<file path="config.mk">
export PLATFORM = sky130hd
export DESIGN_NAME = des_core
export DESIGN_NICKNAME = d
export VERILOG_FILES = /design/src/rtl/des_core.sv
export SDC_FILE = /design/constraint.sdc
export NUM_CORES = 1
export LEC_CHECK = 0
export ABC_CLOCK_PERIOD_IN_PS = 1600
export CAP_MARGIN = 25
export CORE_ASPECT_RATIO = 1.1
export CORE_MARGIN = 2
export CORE_UTILIZATION = 24
export DETAILED_ROUTE_END_ITERATION = 10
export PLACE_DENSITY_LB_ADDON = 0.25
export SLEW_MARGIN = 20
export SYNTH_ARGS = -nofsm -noshare
export SYNTH_HDL_FRONTEND = slang
export SYNTH_SLANG_ARGS = --single-unit
</file>
<file path="constraint.sdc">
create_clock -name clk_in -period 1.6 [get_ports clk_in]
set_input_delay 0.32 -clock clk_in [delete_from_list [all_inputs] [get_ports clk_in]]
set_output_delay 0.32 -clock clk_in [all_outputs]
set_load 0.02 [all_outputs]
</file>
<file path="src/rtl/des_core.sv">
// Iterative DES engine: one Feistel round per clock, 18 cycles per block,
// with an optional odd-parity check on the key before a block is accepted.
module des_core (
   input  logic        clk_in,
   input  logic        rst_n_in,
   input  logic [63:0] data_in,
   input  logic [63:0] key_in,
   input  logic        mode_in,
   input  logic        verify_in,
   input  logic        encrypt_in_valid,
   output logic [63:0] encrypt_out,
   output logic        encrypt_out_valid,
   output logic        encrypt_ready,
   output logic        encrypt_err
);

   typedef enum logic [1:0] {IDLE, RUN, DONE, ERR} state_t;

   localparam int IP_T [64] = '{
      58, 50, 42, 34, 26, 18, 10, 2, 60, 52, 44, 36, 28, 20, 12, 4,
      62, 54, 46, 38, 30, 22, 14, 6, 64, 56, 48, 40, 32, 24, 16, 8,
      57, 49, 41, 33, 25, 17,  9, 1, 59, 51, 43, 35, 27, 19, 11, 3,
      61, 53, 45, 37, 29, 21, 13, 5, 63, 55, 47, 39, 31, 23, 15, 7};

   localparam int FP_T [64] = '{
      40, 8, 48, 16, 56, 24, 64, 32, 39, 7, 47, 15, 55, 23, 63, 31,
      38, 6, 46, 14, 54, 22, 62, 30, 37, 5, 45, 13, 53, 21, 61, 29,
      36, 4, 44, 12, 52, 20, 60, 28, 35, 3, 43, 11, 51, 19, 59, 27,
      34, 2, 42, 10, 50, 18, 58, 26, 33, 1, 41,  9, 49, 17, 57, 25};

   localparam int E_T [48] = '{
      32,  1,  2,  3,  4,  5,  4,  5,  6,  7,  8,  9,
       8,  9, 10, 11, 12, 13, 12, 13, 14, 15, 16, 17,
      16, 17, 18, 19, 20, 21, 20, 21, 22, 23, 24, 25,
      24, 25, 26, 27, 28, 29, 28, 29, 30, 31, 32,  1};

   localparam int P_T [32] = '{
      16,  7, 20, 21, 29, 12, 28, 17,  1, 15, 23, 26,  5, 18, 31, 10,
       2,  8, 24, 14, 32, 27,  3,  9, 19, 13, 30,  6, 22, 11,  4, 25};

   localparam int PC1_T [56] = '{
      57, 49, 41, 33, 25, 17,  9,  1, 58, 50, 42, 34, 26, 18,
      10,  2, 59, 51, 43, 35, 27, 19, 11,  3, 60, 52, 44, 36,
      63, 55, 47, 39, 31, 23, 15,  7, 62, 54, 46, 38, 30, 22,
      14,  6, 61, 53, 45, 37, 29, 21, 13,  5, 28, 20, 12,  4};

   localparam int PC2_T [48] = '{
      14, 17, 11, 24,  1,  5,  3, 28, 15,  6, 21, 10,
      23, 19, 12,  4, 26,  8, 16,  7, 27, 20, 13,  2,
      41, 52, 31, 37, 47, 55, 30, 40, 51, 45, 33, 48,
      44, 49, 39, 56, 34, 53, 46, 42, 50, 36, 29, 32};

   localparam int SBOX [8][64] = '{
      '{14, 4,13, 1, 2,15,11, 8, 3,10, 6,12, 5, 9, 0, 7,  0,15, 7, 4,14, 2,13, 1,10, 6,12,11, 9, 5, 3, 8,
         4, 1,14, 8,13, 6, 2,11,15,12, 9, 7, 3,10, 5, 0, 15,12, 8, 2, 4, 9, 1, 7, 5,11, 3,14,10, 0, 6,13},
      '{15, 1, 8,14, 6,11, 3, 4, 9, 7, 2,13,12, 0, 5,10,  3,13, 4, 7,15, 2, 8,14,12, 0, 1,10, 6, 9,11, 5,
         0,14, 7,11,10, 4,13, 1, 5, 8,12, 6, 9, 3, 2,15, 13, 8,10, 1, 3,15, 4, 2,11, 6, 7,12, 0, 5,14, 9},
      '{10, 0, 9,14, 6, 3,15, 5, 1,13,12, 7,11, 4, 2, 8, 13, 7, 0, 9, 3, 4, 6,10, 2, 8, 5,14,12,11,15, 1,
        13, 6, 4, 9, 8,15, 3, 0,11, 1, 2,12, 5,10,14, 7,  1,10,13, 0, 6, 9, 8, 7, 4,15,14, 3,11, 5, 2,12},
      '{ 7,13,14, 3, 0, 6, 9,10, 1, 2, 8, 5,11,12, 4,15, 13, 8,11, 5, 6,15, 0, 3, 4, 7, 2,12, 1,10,14, 9,
        10, 6, 9, 0,12,11, 7,13,15, 1, 3,14, 5, 2, 8, 4,  3,15, 0, 6,10, 1,13, 8, 9, 4, 5,11,12, 7, 2,14},
      '{ 2,12, 4, 1, 7,10,11, 6, 8, 5, 3,15,13, 0,14, 9, 14,11, 2,12, 4, 7,13, 1, 5, 0,15,10, 3, 9, 8, 6,
         4, 2, 1,11,10,13, 7, 8,15, 9,12, 5, 6, 3, 0,14, 11, 8,12, 7, 1,14, 2,13, 6,15, 0, 9,10, 4, 5, 3},
      '{12, 1,10,15, 9, 2, 6, 8, 0,13, 3, 4,14, 7, 5,11, 10,15, 4, 2, 7,12, 9, 5, 6, 1,13,14, 0,11, 3, 8,
         9,14,15, 5, 2, 8,12, 3, 7, 0, 4,10, 1,13,11, 6,  4, 3, 2,12, 9, 5,15,10,11,14, 1, 7, 6, 0, 8,13},
      '{ 4,11, 2,14,15, 0, 8,13, 3,12, 9, 7, 5,10, 6, 1, 13, 0,11, 7, 4, 9, 1,10,14, 3, 5,12, 2,15, 8, 6,
         1, 4,11,13,12, 3, 7,14,10,15, 6, 8, 0, 5, 9, 2,  6,11,13, 8, 1, 4,10, 7, 9, 5, 0,15,14, 2, 3,12},
      '{13, 2, 8, 4, 6,15,11, 1,10, 9, 3,14, 5, 0,12, 7,  1,15,13, 8,10, 3, 7, 4,12, 5, 6,11, 0,14, 9, 2,
         7,11, 4, 1, 9,12,14, 2, 0, 6,10,13,15, 3, 5, 8,  2, 1,14, 7, 4,10, 8,13,15,12, 9, 0, 3, 5, 6,11}};

   // Tables number bits 1..N from the MSB, so DES bit k sits at index N-k.
   function automatic logic [63:0] ip_f(input logic [63:0] x);
      logic [63:0] y;
      for (int i = 0; i < 64; i++) y[6'(63 - i)] = x[6'(64 - IP_T[6'(i)])];
      return y;
   endfunction

   function automatic logic [63:0] fp_f(input logic [63:0] x);
      logic [63:0] y;
      for (int i = 0; i < 64; i++) y[6'(63 - i)] = x[6'(64 - FP_T[6'(i)])];
      return y;
   endfunction

   function automatic logic [47:0] e_f(input logic [31:0] x);
      logic [47:0] y;
      for (int i = 0; i < 48; i++) y[6'(47 - i)] = x[5'(32 - E_T[6'(i)])];
      return y;
   endfunction

   function automatic logic [31:0] p_f(input logic [31:0] x);
      logic [31:0] y;
      for (int i = 0; i < 32; i++) y[5'(31 - i)] = x[5'(32 - P_T[5'(i)])];
      return y;
   endfunction

   function automatic logic [55:0] pc1_f(input logic [63:0] x);
      logic [55:0] y;
      for (int i = 0; i < 56; i++) y[6'(55 - i)] = x[6'(64 - PC1_T[6'(i)])];
      return y;
   endfunction

   function automatic logic [47:0] pc2_f(input logic [55:0] x);
      logic [47:0] y;
      for (int i = 0; i < 48; i++) y[6'(47 - i)] = x[6'(56 - PC2_T[6'(i)])];
      return y;
   endfunction

   // Outer bits of each 6-bit group select the row, inner four the column.
   function automatic logic [31:0] sbox_f(input logic [47:0] x);
      logic [31:0] y;
      logic [5:0]  six;
      y = '0;
      for (int b = 0; b < 8; b++) begin
         six = 6'(x >> (42 - 6 * b));
         y   = {y[27:0], 4'(SBOX[3'(b)][{six[5], six[0], six[4:1]}])};
      end
      return y;
   endfunction

   state_t      state, state_nxt;
   logic [31:0] l, r;
   logic [27:0] c, d;
   logic [27:0] c_rot, d_rot;
   logic [3:0]  round;
   logic        mode_q;
   logic        key_bad;
   logic        shift_two;
   logic [31:0] f_out;

   always_comb begin
      key_bad = 1'b0;
      for (int b = 0; b < 8; b++) begin
         if (!(^8'(key_in >> (8 * b)))) key_bad = 1'b1;
      end
   end

   // Decrypt walks the schedule backwards: round 0 reuses C0/D0 (== C16/D16).
   always_comb begin
      shift_two = !(round == 4'd0 || round == 4'd1 || round == 4'd8 || round == 4'd15);
      c_rot     = c;
      d_rot     = d;
      if (!mode_q) begin
         c_rot = shift_two ? {c[25:0], c[27:26]} : {c[26:0], c[27]};
         d_rot = shift_two ? {d[25:0], d[27:26]} : {d[26:0], d[27]};
      end else if (round != 4'd0) begin
         c_rot = shift_two ? {c[1:0], c[27:2]} : {c[0], c[27:1]};
         d_rot = shift_two ? {d[1:0], d[27:2]} : {d[0], d[27:1]};
      end
      f_out = p_f(sbox_f(e_f(r) ^ pc2_f({c_rot, d_rot})));
   end

   // NOTE: every signal written in always_comb gets a default first, so no latch is inferred.
   always_comb begin
      state_nxt = state;
      case (state)
         IDLE:    if (encrypt_in_valid) state_nxt = (verify_in && key_bad) ? ERR : RUN;
         RUN:     if (round == 4'd15) state_nxt = DONE;
         DONE:    state_nxt = IDLE;
         ERR:     state_nxt = IDLE;
         default: state_nxt = IDLE;
      endcase
   end

   assign encrypt_ready = (state == IDLE);

   // NOTE: registers take non-blocking assignments so every flop samples pre-edge values.
   always_ff @(posedge clk_in or negedge rst_n_in) begin
      if (!rst_n_in) state <= IDLE;
      else           state <= state_nxt;
   end

   always_ff @(posedge clk_in or negedge rst_n_in) begin
      if (!rst_n_in) begin
         l                 <= '0;
         r                 <= '0;
         c                 <= '0;
         d                 <= '0;
         round             <= '0;
         mode_q            <= 1'b0;
         encrypt_out       <= '0;
         encrypt_out_valid <= 1'b0;
         encrypt_err       <= 1'b0;
      end else begin
         encrypt_out_valid <= (state == RUN) && (round == 4'd15);
         encrypt_err       <= (state_nxt == ERR);
         if (state == IDLE && state_nxt == RUN) begin
            {l, r} <= ip_f(data_in);
            {c, d} <= pc1_f(key_in);
            round  <= '0;
            mode_q <= mode_in;
         end else if (state == RUN) begin
            l     <= r;
            r     <= l ^ f_out;
            c     <= c_rot;
            d     <= d_rot;
            round <= round + 4'd1;
            // Final output swaps the halves: FP(R16 || L16).
            if (round == 4'd15) encrypt_out <= fp_f({l ^ f_out, r});
         end
      end
   end

endmodule

</file>
== Word-level counts from Yosys, hierarchy flattened ==
Cells that the tools add are included.
W data, S select, Z words.

* Word-level logic and storage cells: 39
* Input bits: 133
* Output and inout bits: 67
* Flip-flop bits (word level): 8

* Add/sub/neg operators: 1
* Muxes and demuxes: 14
* Eq/ne operators: 6
* Reduce and logical (&&, ||, !) cells: 14

{| class="wikitable"
|+ Operators by type and width
! kind !! number
|-
| $reduce_xor A8 Y1 || 8
|-
| $mux W1 || 8
|-
| $mux W4 || 2
|-
| $eq A2 B2 Y1 const B || 3
|-
| $mux W2 || 3
|-
| $pmux W2 S3 || 1
|-
| $add A4 B1 Y4 const B || 1
|-
| $eq A2 B1 Y1 const B || 2
|-
| $eq A4 B4 Y1 const B || 1
|-
| $logic_and A1 B1 Y1 || 3
|-
| $logic_not A2 Y1 || 1
|-
| $reduce_bool A2 Y1 || 1
|-
| $reduce_or A2 Y1 || 1
|}

== Logic depth before layout (Yosys ltp) ==
* Depth in word-level cells: 16
* Gate-level depth with buffers: 7
* Depth with buffers taken out: 7

== Worst setup path after synthesis ==
Ideal clock, no wire load.

* Path type: input port to flip-flop
* Start: input key_in[61]
* End: register round[2]
* Required time: 1.460 ns
* Path slack: 0.159 ns
* Arrival: 1.301 ns
* Setup time: 0.140 ns
* Buffers on the path: 0
* Stages on the path: 7
* Cell sequence: xor2_1 > xnor2_1 > xnor2_1 > nand4_1 > o21ai_2 > and2_4 > o311ai_2

* Word-level cells in the longest chain between the ends: 9
* Elaborated cells on any way between the ends: 10
* Classes of those cells: eq/ne (1); mux (5); reduce/logical (4)

{| class="wikitable"
|+ Ends and longest elaborated chain
! what !! RTL line !! RTL
|-
| from (decl) || 7 || <nowiki>input logic [63:0] key_in,</nowiki>
|-
| $reduce_xor A8 Y1 * || 133 || <nowiki>if (!(^8'(key_in >> (8 * b)))) key_bad = 1'b1;</nowiki>
|-
| $mux W1 * || 133 ||
|-
| $logic_and A1 B1 Y1 * || 156 || <nowiki>IDLE: if (encrypt_in_valid) state_nxt = (verify_in && key_bad) ? ERR : RUN;</nowiki>
|-
| $mux W2 * (2 in series) || 156 ||
|-
| $pmux W2 S3 * || 155 || <nowiki>case (state)</nowiki>
|-
| $eq A2 B1 Y1 * || 186 || <nowiki>if (state == IDLE && state_nxt == RUN) begin</nowiki>
|-
| $logic_and A1 B1 Y1 * || 186 ||
|-
| $mux W4 or $reduce_bool A2 Y1 (tied branches) || n/a ||
|-
| to (signal assigned) || 196 || <nowiki>round <= round + 4'd1;</nowiki>
|-
| to (decl) || 124 || <nowiki>logic [3:0] round;</nowiki>
|}

Every way passes the cells marked *; elsewhere a longest branch is shown, timed or not.
A chain may end at the register's enable or synchronous reset.

== Worst setup path in the final report ==
* Start: input key_in[38]
* End: register round[2]

* Word-level cells in the longest chain between the ends: 12
* Elaborated cells on any way between the ends: 13
* Classes of those cells: eq/ne (1); mux (8); reduce/logical (4)

{| class="wikitable"
|+ Ends and longest elaborated chain
! what !! RTL line
|-
| $reduce_xor A8 Y1 * || 133
|-
| $mux W1 * (4 in series) || 133
|-
| $logic_and A1 B1 Y1 * || 156
|-
| $mux W2 * (2 in series) || 156
|-
| $pmux W2 S3 * || 155
|-
| $eq A2 B1 Y1 * || 186
|-
| $logic_and A1 B1 Y1 * || 186
|-
| $mux W4 or $reduce_bool A2 Y1 (tied branches) || n/a
|}

Marks and branches as above.

==> results.yml <==
global_routing:
  grt_usage: 0.07638
  grt_pass1_vias: 950
  overflow: 0
  antenna_found_initial: 0
  grt_pass1_wl_mm: 3.939
  grt_max_degree: 10
synthesis:
  synth-async-reset-ratio: 1.000
  syn-cell-area_um2: 1391
  synth.area.top_cells: "buf_4 35%, xnor2_1 30%, dfrtp_1 14%, xor2_1 5.0%, nor2_1 1.9%"
  yosysWarnings: 0
  syn_inst: 166
  synth_commonest_cells: "64 x buf_4, 48 x xnor2_1, 8 x dfrtp_1, 8 x xor2_1, 7 x nor2_1"
  synth-edff-count: 0
  synth_ff_type: "dfrtp_1"
  ys_ff_latch: 8
  synth_cell_types: 24
  ys_seq_area_frac: 0.1439
  yosysMostFrequentCell: "buf_4"
  synth_top_area_frac: 0.3453
  synth_area_leader_cell: "buf_4"
  syn_avg_cell_area_um2: 8.382
power_and_ir_drop:
  power_mw: 1.545
  power.density_nw_per_um2: 766.3
  p_sw_uw: 654.2
  pwr-share-seq: 0.251
  switching_share: 0.4236
  p_int_uw: 890.3
  p_comb_frac: 0.590
  p_leak_nw: 0.9760
  pwr-share-clk: 0.159
  peakVddDrop_v: 0.0002601
die:
  num_rows: 29
  core_um2: 5697
  start_util: 0.2442
  top_level_ports: 200
  die_height_um: 83.86
  die_w_um: 76.60
  die-area_um2: 6423
layout:
  multiInputGateArea_um2: 1052
  syn_to_final_growth_pct: 44.87
  fill_cells: 628
  seq_area_um2: 200.2
  drive_gt1_frac: 0.1519
  n_antenna_cell: 0
  final_cell_area_um2: 2016
  nNetsFinal: 373
critical_path:
  crit_chain: "dlygate4sd2_1, xnor2_2, xnor2_2, xnor2_1, nand4_1, o21ai_2, and2_4, o311ai_2"
  critical_path_class: "input port to flip-flop"
  cp_max_fo: 4
  path_delay_family: "XOR/XNOR gates"
  crit_arrival_ns: 1.62
  cp_data_required_time_ns: 1.70
  endpoint_kind: "flip-flop"
  worst_setup_path_start_kind: "input port"
  cpMostUsedCell: "xnor2_2"
  crit_buf_inv: 1
  cpMaxStageDelayCell: "dlygate4sd2_1"
  slowest_delay_ns: 0.27
flow_run:
  maxCapViolCount: 0
sta:
  hold_viol: 0
  setup_viol: 0
  drv_slew: 0
  fin_crit_sh: 0.9517
  fin_skew_ns: 0.001327
  rsz0062_at_grt: "false"
  period_needed_ns: 1.523
  fin_hold_ws_ns: 0.3815
  timing.fmax_mhz: 656.7
route:
  vias: 1073
  first_pass_iters: 2
  wl_mm: 2.486
  drc: 0
  ant_nets: 0
  viasPerCell: 3.417
  drt-wirelength-per-cell_um: 7.917
  first_iter_violations: 16
clock_network:
  holdBufCountCts: 0
  cts_htree_levels: 1
  cts_tree: "built"
  root_buffer: "clkbuf_8"
  cts-buffers-inserted: 3
  clk_pin_slew_ns: 0.04
  clock_sinks: 8
  cts_setup_buffers: 0
  insertion_delay_ns: 0.23
  cts.path.max_buffers: 2
placement:
  portBuffers: 70
  routabilityCongestion: 0.7930
  hpwlAfterDp_mm: 2.267
  dpl_cell_area_um2: 1942
worst_hold_path:
  hold_path.class: "input port to async pin"
status:
  status: "finished clean"
layout by cell type (no fill, tap or decap):
master,instances
nand2b_1,4
inv_1,2
ha_1,1
nor3_1,1
and2_4,1
dfrtp_1,8
xor2_2,1
a21o_1,1
dlygate4sd2_1,32
o21ai_1,1
conb_1,64
xor2_1,7
mux2i_1,1
nand3_1,2
o21ai_0,3
o311ai_2,1
nand2_1,2
clkdlybuf4s50_1,5
clkbuf_8,3
a22oi_1,1
clkbuf_2,10
nor3b_1,1
nand4_1,2
clkdlybuf4s15_2,2
o21ai_2,1
xnor2_2,15
nor2_1,7
buf_4,2
clkdlybuf4s15_1,20
a21oi_1,2
xnor2_1,33
o22ai_1,1
per-layer routing:
layer,vias to the layer above,share of wire,GRT usage
met5,-,0,0
met4,0,0.017,0.03471
met3,4,0.16,0.03788
met2,88,0.44,0.1142
met1,447,0.38,0.09157
li1,534,-,-
per-stage QoR:
stage | util | setup slack [ns] | TNS (ns) | std cells
2_1_floorplan | - | 0.1586 | 0 | 229
3_3_place_gp | 0.3409 | -0.4470 | -2.477 | 311
3_5_place_dp | 0.3409 | -0.4793 | -2.655 | 311
4_1_cts | 0.3389 | 0.004829 | 0 | 314
5_1_grt | 0.3538 | 0.001321 | 0 | 314
6_report | 0.3538 | 0.07727 | 0 | 314
registers in the layout, indices dropped and copies added (netlist names):
signal and flops:
encrypt_err 1, encrypt_out_valid 1, round 4, state 2
repair_timing:
item                       in CTS  in global routing
gates cloned                    0                  0
resized for setup              76                 49
setup endpoints to repair       6                  5
pin swaps                      60                 40
cell families after synthesis:
kind of cell | after synthesis | share of synthesized area
AOI/OAI and AO/OA | 11 | 0.05487
DFF | 8 | 0.1439
and+or+nand+nor | 20 | 0.07374
xor gates and xnor gates | 56 | 0.3525
other | 1 | 0.002695
buffers and inverters | 68 | 0.3561
adders and majority gates | 1 | 0.008991
muxes | 1 | 0.007195
worst register-to-register path, cell delays in order, from the launching register on:
cell and delay, ns:
dfrtp_1 0.42, ha_1 0.25, nor3b_1 0.14, o21ai_0 0.21, o311ai_2 0.12
final timing paths:
kind	startpoint	to	slack, ns	depth (start not counted)
worst min register to register	round[1]	round[1]	0.56	2
min in group clk_in	round[1]	round[1]	0.56	2
worst max register to register	round[0]	round[2]	0.32	4
max in group asynchronous	rst_n_in	round[0]	0.94	1
worst min-delay path	rst_n_in	state[0]	0.38	1
worst max-delay path	key_in[38]	round[2]	0.08	8
layout make-up:
cell class / count / share of cell area
Sequential cell: 8 / 0.09932
Tap cell: 77 / 0.04780
Clock buffer: 3 / 0.02048
Timing Repair Buffer: 71 / 0.3066
Multi-Input combinational cell: 153 / 0.5220
Inverter: 2 / 0.003724
power groups by stage:
stage          sequential (mW)  combinational [mW]  clock, mW
2_1_floorplan            0.341               0.791          0
3_3_place_gp             0.390               0.925          0
3_5_place_dp             0.390               0.928          0
4_1_cts                  0.387               0.884      0.253
5_1_grt                  0.408                1.02      0.260
6_report                 0.387               0.912      0.245
No activity file was read; power rests on OpenSTA's default activity.
